File: config.mk
export PLATFORM = sky130hd
export DESIGN_NAME = tnn_layer_sequencer
export DESIGN_NICKNAME = d
export VERILOG_FILES = /design/src/rtl/tnn_layer_sequencer.sv
export SDC_FILE = /design/constraint.sdc
export NUM_CORES = 1
export LEC_CHECK = 0
export ABC_AREA = 1
export CAP_MARGIN = 20
export CORE_UTILIZATION = 49
export DETAILED_ROUTE_END_ITERATION = 12
export MAX_ROUTING_LAYER = met4
export PLACE_DENSITY = 0.93
export SLEW_MARGIN = 25
export SYNTH_ARGS = -nofsm -noshare
export SYNTH_HDL_FRONTEND = slang
export SYNTH_SLANG_ARGS = --single-unit
export TNS_END_PERCENT = 50
File: constraint.sdc
create_clock -name clk -period 3.14 [get_ports clk]
set_input_delay 0.628 -clock clk [delete_from_list [all_inputs] [get_ports clk]]
set_output_delay 0.628 -clock clk [all_outputs]
set_load 0.005 [all_outputs]
File: src/rtl/tnn_layer_sequencer.sv
// Sequences one shared TNN neuron core over NUM_NEURONS slots per input sample
// and packs the per-slot core decisions into a layer result vector.
module tnn_layer_sequencer #(
  parameter int unsigned NUM_IN      = 7,
  parameter int unsigned IN_W        = 2,
  parameter int unsigned NUM_NEURONS = 5,
  parameter int unsigned CORE_LAT    = 0,
  localparam int unsigned DATA_W     = NUM_IN * IN_W,
  localparam int unsigned SEL_W      = (NUM_NEURONS > 1) ? $clog2(NUM_NEURONS) : 1
) (
  input  logic                   clk,
  input  logic                   rst_n,
  input  logic                   in_valid,
  output logic                   in_ready,
  input  logic [DATA_W-1:0]      in_data,
  output logic [DATA_W-1:0]      core_data,
  output logic [SEL_W-1:0]       core_sel,
  input  logic                   core_out,
  output logic                   out_valid,
  input  logic                   out_ready,
  output logic [NUM_NEURONS-1:0] out_vec,
  output logic                   busy
);

  localparam int unsigned WCNT_W = 3;
  localparam logic [WCNT_W-1:0] LAT       = WCNT_W'(CORE_LAT);
  localparam logic [SEL_W-1:0]  LAST_SLOT = SEL_W'(NUM_NEURONS - 1);

  typedef enum logic [1:0] {
    S_IDLE = 2'd0,
    S_EVAL = 2'd1,
    S_DONE = 2'd2
  } state_t;

  state_t              state;
  logic [WCNT_W-1:0]   wcnt;
  logic                accept;

  // Only combinational output: DONE lets a new sample in the same edge the result leaves.
  assign in_ready = (state == S_IDLE) || ((state == S_DONE) && out_ready);
  assign accept   = in_valid && in_ready;

  always_ff @(posedge clk) begin
    if (!rst_n) begin
      state     <= S_IDLE;
      core_data <= '0;
      core_sel  <= '0;
      wcnt      <= '0;
      out_vec   <= '0;
      out_valid <= 1'b0;
      busy      <= 1'b0;
    end else begin
      case (state)
        S_IDLE: begin
          if (accept) begin
            core_data <= in_data;
            out_vec   <= '0;
            core_sel  <= '0;
            wcnt      <= '0;
            busy      <= 1'b1;
            state     <= S_EVAL;
          end
        end

        S_EVAL: begin
          // wcnt counts up from zero, so inequality marks the settle cycles of a slot.
          if (wcnt != LAT) begin
            wcnt <= wcnt + 3'd1;
          end else begin
            out_vec[core_sel] <= core_out;
            wcnt              <= '0;
            if (core_sel == LAST_SLOT) begin
              core_sel  <= '0;
              out_valid <= 1'b1;
              busy      <= 1'b0;
              state     <= S_DONE;
            end else begin
              core_sel <= core_sel + 1'b1;
            end
          end
        end

        S_DONE: begin
          if (out_ready) begin
            out_valid <= 1'b0;
            if (in_valid) begin
              core_data <= in_data;
              out_vec   <= '0;
              core_sel  <= '0;
              wcnt      <= '0;
              busy      <= 1'b1;
              state     <= S_EVAL;
            end else begin
              state <= S_IDLE;
            end
          end
        end

        default: begin
          state <= S_IDLE;
        end
      endcase
    end
  end

endmodule
==> metrics <==
status=finished, final reports clean; drc violations=0; initial core utilization=53.5%; Worst Hold Depth=2; Clock Sinks=29; share of cells above drive strength 1=10.8%; Setup Viol. Count Final=0; # nets final=253; Vias/cell=5.13; Clk Latency, worst-skew pair=0.33 ns; Synth Area in Adders=3.64%; CP required=2.51 ns; Post-Syn Area=1370 µm²; cells after synthesis=185; post-cts sizing count=0; gr usage total=24.7%; Initial DRT Pass Iterations=4; Tmin final=2.52 ns; core area=2570 µm²; Layout area overhead=36.5%; CP Buf/Inv Count=4; Crit path max-delay family=buffers and inverters; dpl ws=0.633 ns; synth cell count leaders=49 x nand2_1, 29 x dfxtp_1, 28 x a21oi_1; CP cell instances=clkdlybuf4s50_1 -> inv_1 -> nand2_2 -> nand2_1 -> inv_1 -> clkdlybuf4s50_1; fraction of registers with async set/reset=0%; Levels on crit path=6; CTS tree=done; TritonCTS Buffers=5; CP max FO=2; critical path's largest stage delay=0.51 ns; PwrDens=451 nW/µm²; net count after synthesis=208; Compound-Gate Fraction of Synth Area=11.4%; Chip Height=55.0 µm; Synth Area in XOR/XNOR=0.638%; Die Wd=55.0 µm; Synth Warn #=0; Top FF cell, synth=dfxtp_1; Slowest-stage cell, CP=clkdlybuf4s50_1; die area=3020 µm²; crit path capture type=output port; Clock Skew=0.00514 ns; Hold WC Path Type=register to register; IO Pins=44; post-DP HPWL=2060 µm; setup repair after global routing missed its margin=no; vias=1338; Max Clk Rate=398 MHz; Post-synth EDFFs=0; ANT cells=0; Fill cells=184; mux contribution to synthesized area=0%; number of max-cap violations=0; Post-CTS Setup Inserts=0; critical path class=input pin to output port; FP Rows=18; post-route ant nets=0; simple logic cell fraction of the synthesized area=32.1%; Yosys top cell by area=dfxtp_1; Setup Total Neg Slack=0 ns; Synth Register Bits=29; initial antenna violation count=0; Synth top area share=42.3%; Arrival @ worst endpoint=1.89 ns; initial DRC count=26; r2r worst-path depth=8; Final Util=73.1%; Max Root-Sink Buffers=2; Slew headroom=76.7%; Slew Limit Fails=0; largest net degree at the start of global routing=22; cts hold-fix bufs=0; Hold Fails Final Rpt=0; Avg WL per Cell=11.5 µm; syn avg cell area=7.43 µm²; setup ws final=0.625 ns; first-pass GRT wire length=5010 µm; H-tree levels=2; CP Launch Type=input pin; clock-pin slew on the worst setup and hold paths=0.09 ns; overall routed net length=2990 µm; Final period util=80.1%; post-synthesis sequential area ratio=42.3%; input/output buffers=43; Worst-Margin Slew=0.348 ns; largest family of logic cells by synthesized area=simple AND/OR/NAND/NOR gates; cell leakage power=0.000754 µW; Root Buffer=clkbuf_4; count leader, synth=nand2_1; peak supply drop=0.000336 V; vias in the first global route=1203; GPL Wtd Cong=0.857; GRT Residual Overflow=0; ranking of synthesized cells by area=dfxtp_1 42%, nand2_1 13%, a21oi_1 10%; post-synth cell types=25
## sequential cells by signal (all words and copies together) (netlist names)
name	count
core_data	14
wcnt	3
out_valid	1
core_sel	3
out_vec	5
busy	1
state	2
## worst reg2reg max path, cell delays in order (launching register included)
cell and delay, ns:
dfxtp_1 0.44, inv_1 0.14, ha_1 0.21, nand2_1 0.15, nand2_4 0.08, inv_4 0.08
nor2_2 0.04, nand2_1 0.08, a21oi_1 0.06
## final timing paths
| path | startpoint | endpoint | slack (ns) |
|---|---|---|---|
| hold reg to reg | out_valid | out_valid | 0.45 |
| setup reg to reg | core_sel[0] | state[1] | 1.74 |
| setup / recovery | out_ready | in_ready | 0.62 |
| hold / removal | out_valid | out_valid | 0.45 |
## cell type report
type	count	area, µm²	share of cell area, %
Tap cell	30	37.5	2.00
Clock buffer	7	65.1	3.47
Inverter	20	77.6	4.14
Clock inverter	1	5.00	0.267
Sequential cell	29	581	31.0
Multi-Input combinational cell	128	657	35.0
Timing Repair Buffer	46	453	24.1
## where the power goes
| part | switching, µW | internal (µW) |
|---|---|---|
| clock network | 138 | 130 |
| registers | 13.1 | 388 |
| logic | 91.1 | 86.3 |
## per-stage QoR
step	power, µW	area, µm²	instances	hold slack, ns
5_1_grt	885	1880	261	0.486
3_5_place_dp	586	1810	253	0.438
2_1_floorplan	515	1370	185	0.442
4_1_cts	851	1880	261	0.452
6_report	846	1880	261	0.450
3_3_place_gp	582	1810	253	0.432
## cells by family after synthesis
kind of cell	after synthesis
xor+xnor	1
simple gates	93
flops	29
buf+inv	28
compound gates	30
fa+ha+maj	4
## placed cells by master (no fill, tap or decap), types with 2 or more instances in the layout
cell             count
nand2_4              3
nand2_2              3
nand2_1             49
buf_4                3
nor2_1               7
inv_2                2
dfxtp_1             29
a21oi_1             28
nand3_1             26
clkbuf_8             2
ha_1                 4
clkdlybuf4s50_1     43
inv_1               16
clkbuf_4             5
## layer usage
metal	vias up	global-route usage, %	routed length (µm)
li1	684	-	-
met1	604	26.7	1330
met2	43	39.0	1400
met3	7	9.02	196
met4	0	13.8	60
met5	-	-	0
(Power assumes the default switching activity.)
